### src/rtl/ov7670_pkg.sv
// Shared mode constants, bar colour table, FSM state type and byte packing for the OV7670 stream emulator.
package ov7670_pkg;

  localparam logic [1:0] MODE_BARS  = 2'd0;
  localparam logic [1:0] MODE_RAMP  = 2'd1;
  localparam logic [1:0] MODE_SOLID = 2'd2;

  localparam logic [11:0] BAR_TBL [8] = '{12'hFFF, 12'hFF0, 12'h0FF, 12'h0F0,
                                          12'hF0F, 12'hF00, 12'h00F, 12'h000};

  typedef enum logic {ST_IDLE, ST_FRAME} tx_state_t;

  // sel=0 gives the first byte of a pixel {4'h0,R}, sel=1 the second byte {G,B}
  function automatic logic [7:0] pix_bytes(input logic [11:0] rgb444, input logic sel);
    return sel ? rgb444[7:0] : {4'h0, rgb444[11:8]};
  endfunction

endpackage

### src/rtl/ov7670_tx_pattern.sv
// Combinational test-pattern generator: pixel position, mode and colour to one RGB444 pixel.
module ov7670_tx_pattern
  import ov7670_pkg::*;
#(
  parameter int H_ACTIVE = 640,
  parameter int XW       = 10,
  parameter int YW       = 9
) (
  input  logic [XW-1:0] i_x,
  input  logic [YW-1:0] i_y,
  input  logic [1:0]    i_mode,
  input  logic [11:0]   i_color,
  output logic [11:0]   o_pix
);

  logic [2:0] w_bar;
  logic [7:0] w_x8;
  logic [3:0] w_y4;

  always_comb begin
    w_x8  = 8'(i_x);
    w_y4  = 4'(i_y);
    // positions past the active width only occur while HREF is low, so truncation is harmless
    w_bar = 3'((32'(i_x) * 32'd8) / 32'(H_ACTIVE));
    case (i_mode)
      MODE_RAMP:  o_pix = {w_x8[3:0], w_y4, w_x8[7:4]};
      MODE_SOLID: o_pix = i_color;
      default:    o_pix = BAR_TBL[w_bar];
    endcase
  end

endmodule

### src/rtl/ov7670_stream_tx.sv
// OV7670 camera-output emulator: PCLK/VSYNC/HREF and RGB444 byte stream driving the capture chain.
// Define OV7670_TX_FRAME_CNT_EN to add the 16-bit frame_cnt output.
module ov7670_stream_tx
  import ov7670_pkg::*;
#(
  parameter int H_ACTIVE = 640,
  parameter int V_ACTIVE = 480,
  parameter int H_BLANK  = 288,
  parameter int V_SYNC   = 3,
  parameter int V_BP     = 17,
  parameter int V_FP     = 10
) (
  input  logic        clk,
  input  logic        reset_n,
  input  logic        en,
  input  logic [1:0]  mode,
  input  logic [11:0] color,
  output logic        pclk_o,
  output logic        vsync_o,
  output logic        href_o,
  output logic [7:0]  d_o,
  output logic        busy,
  output logic        frame_done
`ifdef OV7670_TX_FRAME_CNT_EN
  ,
  output logic [15:0] frame_cnt
`endif
);

  localparam int H_TOT = 2*H_ACTIVE + H_BLANK;
  localparam int V_TOT = V_SYNC + V_BP + V_ACTIVE + V_FP;
  localparam int HW    = $clog2(H_TOT);
  localparam int VW    = $clog2(V_TOT);

  localparam logic [HW-1:0] H_LAST    = HW'(H_TOT - 1);
  localparam logic [HW-1:0] H_ACT_END = HW'(2*H_ACTIVE);
  localparam logic [VW-1:0] V_LAST    = VW'(V_TOT - 1);
  localparam logic [VW-1:0] V_SYNC_E  = VW'(V_SYNC);
  localparam logic [VW-1:0] V_ACT_LO  = VW'(V_SYNC + V_BP);
  localparam logic [VW-1:0] V_ACT_HI  = VW'(V_SYNC + V_BP + V_ACTIVE);

  tx_state_t     r_state;
  logic          r_ph;
  logic [HW-1:0] r_hcnt;
  logic [VW-1:0] r_vcnt;
  logic [1:0]    r_mode;
  logic [11:0]   r_color;

  logic [HW-1:0] w_h_nxt;
  logic [VW-1:0] w_v_nxt;
  logic [VW-1:0] w_y;
  logic          w_wrap;
  logic          w_start;
  logic          w_fr_nxt;
  logic          w_href;
  logic          w_vsync;
  logic [1:0]    w_mode;
  logic [11:0]   w_color;
  logic [11:0]   w_pix;
  logic [7:0]    w_d;

  assign pclk_o = r_ph;

  // Position of the slot about to be emitted at the next PCLK falling edge
  always_comb begin
    w_h_nxt = r_hcnt;
    w_v_nxt = r_vcnt;
    w_wrap  = 1'b0;
    if (r_state == ST_IDLE) begin
      w_h_nxt = '0;
      w_v_nxt = '0;
    end else if (r_hcnt == H_LAST) begin
      w_h_nxt = '0;
      if (r_vcnt == V_LAST) begin
        w_v_nxt = '0;
        w_wrap  = 1'b1;
      end else begin
        w_v_nxt = r_vcnt + 1'b1;
      end
    end else begin
      w_h_nxt = r_hcnt + 1'b1;
    end
  end

  assign w_start  = en && ((r_state == ST_IDLE) || w_wrap);
  assign w_fr_nxt = (r_state == ST_FRAME) ? !(w_wrap && !en) : en;
  // a new frame uses the freshly sampled mode/colour from its very first slot
  assign w_mode   = w_start ? mode  : r_mode;
  assign w_color  = w_start ? color : r_color;
  assign w_y      = w_v_nxt - V_ACT_LO;
  assign w_vsync  = w_fr_nxt && (w_v_nxt < V_SYNC_E);
  assign w_href   = w_fr_nxt && (w_v_nxt >= V_ACT_LO) && (w_v_nxt < V_ACT_HI) &&
                    (w_h_nxt < H_ACT_END);
  assign w_d      = w_href ? pix_bytes(w_pix, w_h_nxt[0]) : 8'h00;

  ov7670_tx_pattern #(
    .H_ACTIVE (H_ACTIVE),
    .XW       (HW-1),
    .YW       (VW)
  ) u_pattern (
    .i_x     (w_h_nxt[HW-1:1]),
    .i_y     (w_y),
    .i_mode  (w_mode),
    .i_color (w_color),
    .o_pix   (w_pix)
  );

  always_ff @(posedge clk or negedge reset_n) begin
    if (!reset_n) begin
      r_ph       <= 1'b0;
      r_state    <= ST_IDLE;
      r_hcnt     <= '0;
      r_vcnt     <= '0;
      r_mode     <= MODE_BARS;
      r_color    <= '0;
      vsync_o    <= 1'b0;
      href_o     <= 1'b0;
      d_o        <= 8'h00;
      busy       <= 1'b0;
      frame_done <= 1'b0;
`ifdef OV7670_TX_FRAME_CNT_EN
      frame_cnt  <= '0;
`endif
    end else begin
      r_ph       <= ~r_ph;
      frame_done <= 1'b0;
      // slot boundary: PCLK falling edge
      if (r_ph) begin
        r_state    <= w_fr_nxt ? ST_FRAME : ST_IDLE;
        r_hcnt     <= w_h_nxt;
        r_vcnt     <= w_v_nxt;
        vsync_o    <= w_vsync;
        href_o     <= w_href;
        d_o        <= w_d;
        busy       <= w_fr_nxt;
        frame_done <= w_wrap;
        if (w_start) begin
          r_mode  <= mode;
          r_color <= color;
        end
`ifdef OV7670_TX_FRAME_CNT_EN
        if (w_wrap) frame_cnt <= frame_cnt + 16'd1;
`endif
      end
    end
  end

endmodule

### config.mk
export PLATFORM = sky130hd
export DESIGN_NAME = ov7670_stream_tx
export DESIGN_NICKNAME = d
export VERILOG_FILES = /design/src/rtl/ov7670_pkg.sv /design/src/rtl/ov7670_tx_pattern.sv /design/src/rtl/ov7670_stream_tx.sv
export SDC_FILE = /design/constraint.sdc
export NUM_CORES = 1
export LEC_CHECK = 0
export CORE_ASPECT_RATIO = 0.5
export CORE_MARGIN = 3
export CORE_UTILIZATION = 55
export CTS_BUF_LIST = sky130_fd_sc_hd__clkbuf_4 sky130_fd_sc_hd__clkbuf_8
export CTS_CLUSTER_DIAMETER = 80
export CTS_CLUSTER_SIZE = 20
export DETAILED_ROUTE_END_ITERATION = 8
export PLACE_DENSITY = 0.89
export SKIP_CTS_REPAIR_TIMING = 1
export SLEW_MARGIN = 10
export SYNTH_ARGS = -nofsm -noshare
export SYNTH_HDL_FRONTEND = slang
export SYNTH_SLANG_ARGS = --single-unit
### constraint.sdc
create_clock -name clk -period 3.7 [get_ports clk]
set_clock_uncertainty 0.05 [all_clocks]
set_input_delay 0.925 -clock clk [delete_from_list [all_inputs] [get_ports clk]]
set_output_delay 0.925 -clock clk [all_outputs]
set_load 0.02 [all_outputs]
==> impl_metrics.ini, run 1 <==
[sta]
hold_violations = 0
tns_ns = 0
post-route-period-util = 0.947
slew_violations = 0
slew-limit-headroom = 0.275
finalSetupViolations = 0
min_period_ns = 3.50
fmaxAchievable_mhz = 285
tightest_slew_ns = 1.09
worst_slack_ns = 0.195
rsz0062_at_grt = no

[worst_setup_path]
r2r-start = r_hcnt[5]
crit_type = register to register
crit_arrival_ns = 3.65
startpoint_type = register
worstPathRequired_ns = 3.85
cp-end-kind = register
startpoint = r_hcnt[5]
crit_fanout = 7

[yosys]
ys_warn_count = 0
syn_nets = 398
synth_compound_area_frac = 0.237
ys_seq_elements = 47
synthSimpleGateAreaFrac = 0.197
synth.area.top_cells = dfrtp_1, mux2_2, o21ai_0
synth_top_family_by_area = compound AO/OA/AOI/OAI gates
yosys.area_share.xor_xnor = 0.0203
synth-adder-area-share = 0.0253
syn-mean-instance-area_um2 = 9.25
yosysTopAreaCellShare = 0.340
synth.distinct_cells = 71
netlist_area_mm2 = 0.00346
ys.flop_type = dfrtp_1
ys_seq_area_frac = 0.340
async_flop_share = 1.00
yosysTopAreaCell = dfrtp_1
synth_mux_area_frac = 0.127
synth_edf_count = 0
syn_inst = 374

[cts]
cts_sinks = 47
clkTransAtPathRegs_ns = 0.10
clockRootBuffer = clkbuf_8
clock_latency_ns = 0.32
cts_buffers = 5
clock_path_buffers = 2
cts_tree = yes
htree_levels = 2

[power_and_ir_drop]
clkPwrFrac = 0.384
peakVddDrop_mv = 0.237
intPower_uw = 671
powerDensity_mw_per_mm2 = 216
p_leak_uw = 0.00165
combPwrFrac = 0.033
p_seq_frac = 0.583
p_switching_uw = 210
switching_share = 0.238

[placement]
pre_cts_ws_ns = 0.0340
hpwlAfterDp_um = 6990
dpl_cell_area_mm2 = 0.00385
place_congestion = 0.934
io_buffers = 29

[hold_path]
hp-start = d_o[6]
min_path_type = register to register

[finish]
design_area_mm2 = 0.00408
n_antenna_cell = 0
syn_to_final_growth_pct = 18.0
drive_gt1_frac = 0.242
final_common_cell = dfrtp_1
layout_common_cells = dfrtp_1, nand2_1, mux2_2
final_core_util = 0.707
final_nets = 436

[die]
die_h_um = 62.1
die_area_mm2 = 0.00734
rows = 19
start_util = 0.599
fp.dieW_um = 118
io_pins = 30
core_mm2 = 0.00578

[global_routing]
grt_pass1_wl_um = 15500
grt_pass1_vias = 3121
grtUsageTotal = 0.266
antenna_found_initial = 0
grt_max_degree = 48
gr-total-overflow = 0

[route]
drcViolationCount = 0
vias_per_cell = 6.74
routed_wl_um = 9800
first_iter_violations = 356
drt_first_pass_iters = 8
antenna_left = 0
routedWlPerCell_um = 19.7
vias = 3352

[run_status]
outcome = complete, no violations

[flow_run]
maxCapViolCount = 0
cell type report:
cell class                      instances  area (um^2)
Sequential cell                        47         1180
Inverter                               14         52.6
Timing Repair Buffer                   58          498
Clock inverter                          2         17.5
Multi-Input combinational cell        286         2150
Clock buffer                            6         76.3
Fill cell                             402         1690
Tap cell                               84          105
cells in the mapped netlist, drive strengths merged, types with 8 or more instances:
| library cell | count |
|---|---|
| inv | 14 |
| dfrtp | 47 |
| a221oi | 8 |
| clkbuf | 12 |
| o21ai | 33 |
| nor3 | 11 |
| a31oi | 8 |
| mux2 | 31 |
| nor2 | 17 |
| nand2 | 30 |
| buf | 15 |
| nand3 | 19 |
| a21oi | 17 |
| mux2i | 9 |
critical path, cell delays in order (launching register included):
cell and delay [ns]:
dfrtp_2 0.44, nand4_1 0.15, buf_4 0.17, o31a_1 0.30, o21ai_2 0.18, o21ai_1 0.12
ha_1 0.33, nand2b_1 0.20, a311o_1 0.33, a2bb2oi_1 0.13, o22ai_1 0.16, o21ai_0 0.13
nand3_1 0.14, a21oi_1 0.15, a32oi_1 0.28, o21ai_1 0.12
routing by layer:
layer	global-route usage	part of all wire	up-vias
met5	0	0	-
met3	0.0823	0.11	25
met2	0.446	0.45	226
li1	-	-	1504
met4	0.0733	0.013	0
met1	0.345	0.42	1597
power groups by stage:
stage	Sequential (uW)	Clock [uW]	Combinational [uW]
after floorplan	524	0	0.632
after global placement	523	0	27.9
after detailed placement	523	0	29.8
after CTS	513	339	29.9
after global routing	513	359	32.2
final	513	338	29.3
worst paths after layout:
| path | end | slack [ns] | cells past startpoint |
|---|---|---|---|
| max in group asynchronous | r_hcnt[7] | 2.10 | 1 |
| worst min-delay path | d_o[6] | 0.44 | 1 |
| worst max-delay path | d_o[3] | 0.20 | 15 |
| worst min register to register | d_o[6] | 0.44 | 1 |
| min in group asynchronous | r_color[5] | 0.75 | 1 |
| worst max register to register | d_o[3] | 0.20 | 15 |
sequential cells by signal, summed over array words and instances, names as in the netlist:
name        cells
d_o             8
r_color        12
r_hcnt         11
frame_done      1
pclk_o          1
r_vcnt          9
href_o          1
busy            1
vsync_o         1
r_mode          2
logic make-up after synthesis:
group | after synthesis
fa+ha+maj | 7
buf+inv | 41
flops | 47
xor+xnor | 8
mux | 40
simple gates | 117
compound gates | 114
per-stage QoR:
stage	hold WS, ns	cells	total power, uW
after CTS	0.446	486	882
after global placement	0.421	478	551
after global routing	0.465	497	905
final	0.444	497	881
after floorplan	0.424	374	524
after detailed placement	0.422	478	553
Note: power is estimated with default switching activity, not from simulation.
==> run 2, diff against run 1 <==
--- a/config.mk
+++ b/config.mk
@@ -7,12 +7,12 @@
 export LEC_CHECK = 0
 export CORE_ASPECT_RATIO = 0.5
 export CORE_MARGIN = 3
-export CORE_UTILIZATION = 55
+export CORE_UTILIZATION = 25
 export CTS_BUF_LIST = sky130_fd_sc_hd__clkbuf_4 sky130_fd_sc_hd__clkbuf_8
 export CTS_CLUSTER_DIAMETER = 80
 export CTS_CLUSTER_SIZE = 20
 export DETAILED_ROUTE_END_ITERATION = 8
-export PLACE_DENSITY = 0.89
+export PLACE_DENSITY = 0.51
 export SKIP_CTS_REPAIR_TIMING = 1
 export SLEW_MARGIN = 10
 export SYNTH_ARGS = -nofsm -noshare
==> run 2 against run 1 <==
Global-route usage decreased by 14 points. First-iteration DRC count is 48% lower. Core utilization down 39 points. Via count is 9.3% lower. Die area is 110% higher. Sequential power barely moved. Power fell by 0.28%. Count of clock-buffer cells in the layout did not move. Critical path depth rose by 1. Worst setup slack worse by 0.062 ns. Non-clock buffer count fell by 1. Final area increased by 2.7%. Largest power group unchanged.
==> impl_metrics.ini, run 2 (synthesis gave the netlist of run 1 again) <==
[die]
rows = 29
core_mm2 = 0.0131
die_h_um = 89.2
die_area_mm2 = 0.0154
io_pins = 30
fp.dieW_um = 172
start_util = 0.264

[route]
routedWlPerCell_um = 16.1
drt_first_pass_iters = 4
vias = 3041
antenna_left = 0
vias_per_cell = 5.09
drcViolationCount = 0
first_iter_violations = 184
routed_wl_um = 9650

[placement]
pre_cts_ws_ns = 0.0688
hpwlAfterDp_um = 7140
io_buffers = 29
place_congestion = 0.886
dp_cells = 589

[worst_setup_path]
cp_slowest_cell = dfrtp_1
r2r-start = r_hcnt[1]
path_delay_family = compound AO/OA/AOI/OAI gates
rr_worst_depth = 16
r2r_slack_ns = 0.13
startpoint_type = register
cp_cell_sequence = ha_4 -> nand4_4 -> nor4_2 -> a31oi_2 -> a21o_1 -> inv_2 -> ha_1 -> nand2b_1 -> a311o_1 -> a2bb2oi_1 -> o22ai_1 -> o21ai_0 -> nand3_1 -> o211ai_1 -> a31oi_4 -> o21ai_1
worstPathRequired_ns = 3.85
cp-end-kind = register
slowest_delay_ns = 0.45
crit_arrival_ns = 3.72
startpoint = r_hcnt[1]
crit_cells = 16
crit_fanout = 6
crit_buf_inv = 1
crit_type = register to register
crit_end = d_o[2]
r2r-end = d_o[2]

[cts]
clockRootBuffer = clkbuf_8
cts_tree = yes
cts_buffers = 5
htree_levels = 2
cts_sinks = 47
clkTransAtPathRegs_ns = 0.10
clock_path_buffers = 2
clock_latency_ns = 0.31

[finish]
final_common_cell = dfrtp_1
top_register = r_color
biggestRegsByFlops = r_color x12, r_hcnt x11, r_vcnt x9
largest_reg_flops = 12
syn_to_final_growth_pct = 21.2
final_cell_count_no_fill = 598
final_nets = 435
n_antenna_cell = 0
drive_gt1_frac = 0.235
layout_common_cells = dfrtp_1, nand2_1, mux2_2

[global_routing]
grt_pass1_wl_um = 15800
gr-total-overflow = 0
antenna_found_initial = 0
grt_pass1_vias = 2987
grt_max_degree = 48
grtUsageTotal = 0.130

[sta]
hold_violations = 0
slew-limit-headroom = 0.492
post-route-period-util = 0.964
worst_slack_ns = 0.133
fmaxAchievable_mhz = 280
min_period_ns = 3.57
slew_violations = 0
tightest_slew_ns = 0.762
finalSetupViolations = 0

[run_status]
outcome = complete, no violations

[flow_run]
maxCapViolCount = 0

[power_and_ir_drop]
powerDensity_mw_per_mm2 = 210
p_leak_uw = 0.00165
peakVddDrop_mv = 0.129

[hold_path]
min_path_type = register to register
==> run 2: cell count changes in the layout (fill, tap and decap cells not counted), sizes merged <==
| cell | before | now |
|---|---|---|
| clkinv | 2 | 0 |
| inv | 14 | 15 |
| clkbuf | 8 | 6 |
| buf | 28 | 29 |
| clkinvlp | 0 | 1 |
==> run 2: layout make-up <==
class | count | area, um^2
clock buffer | 6 | 76.3
clock inverter | 2 | 16.3
fill | 1381 | 8910
inverter | 14 | 52.6
multi-input combinational | 286 | 2130
sequential | 47 | 1180
tap | 186 | 233
timing repair buffer | 57 | 498
==> run 2: worst register-to-register path, cell delays in order, from the launching register on <==
cell       delay, ns
dfrtp_1         0.45
ha_4            0.20
nand4_4         0.15
nor4_2          0.38
a31oi_2         0.11
a21o_1          0.22
inv_2           0.06
ha_1            0.24
nand2b_1        0.21
a311o_1         0.34
a2bb2oi_1       0.13
o22ai_1         0.16
o21ai_0         0.11
nand3_1         0.14
o211ai_1        0.15
a31oi_4         0.25
o21ai_1         0.10
==> run 2: layer usage <==
layer / routed length [um] / up-vias / track usage
li1: - / 1497 / -
met3: 268 / 14 / 0.0181
met2: 4110 / 75 / 0.199
met5: 0 / - / 0
met4: 146 / 0 / 0.0311
met1: 5120 / 1455 / 0.194
==> run 2: through the flow <==
stage	utilization	instance area (um^2)	hold WS (ns)	power [uW]	setup TNS (ns)
6_report	0.320	4190	0.454	878	0
5_1_grt	0.320	4190	0.466	920	-0.318
4_1_cts	0.316	4140	0.452	895	0
3_5_place_dp	0.309	4050	0.428	554	0
3_3_place_gp	0.309	4050	0.428	554	0
2_1_floorplan	-	3460	0.424	524	0
==> run 2: worst min-delay path by stage <==
| stage | from | slack, ns | endpoint | cells past startpoint |
|---|---|---|---|---|
| floorplan | r_color[0] | 0.42 | r_color[0] | 1 |
| global placement | d_o[4] | 0.43 | d_o[4] | 1 |
| detailed placement | d_o[6] | 0.43 | d_o[6] | 1 |
| CTS | d_o[6] | 0.45 | d_o[6] | 1 |
| global route | d_o[6] | 0.47 | d_o[6] | 1 |
| finish | d_o[6] | 0.45 | d_o[6] | 1 |
==> run 2: where the power goes <==
group | internal, uW | switching, uW
clock | 144 | 192
sequential | 513 | 0
combinational | 15.0 | 14.9
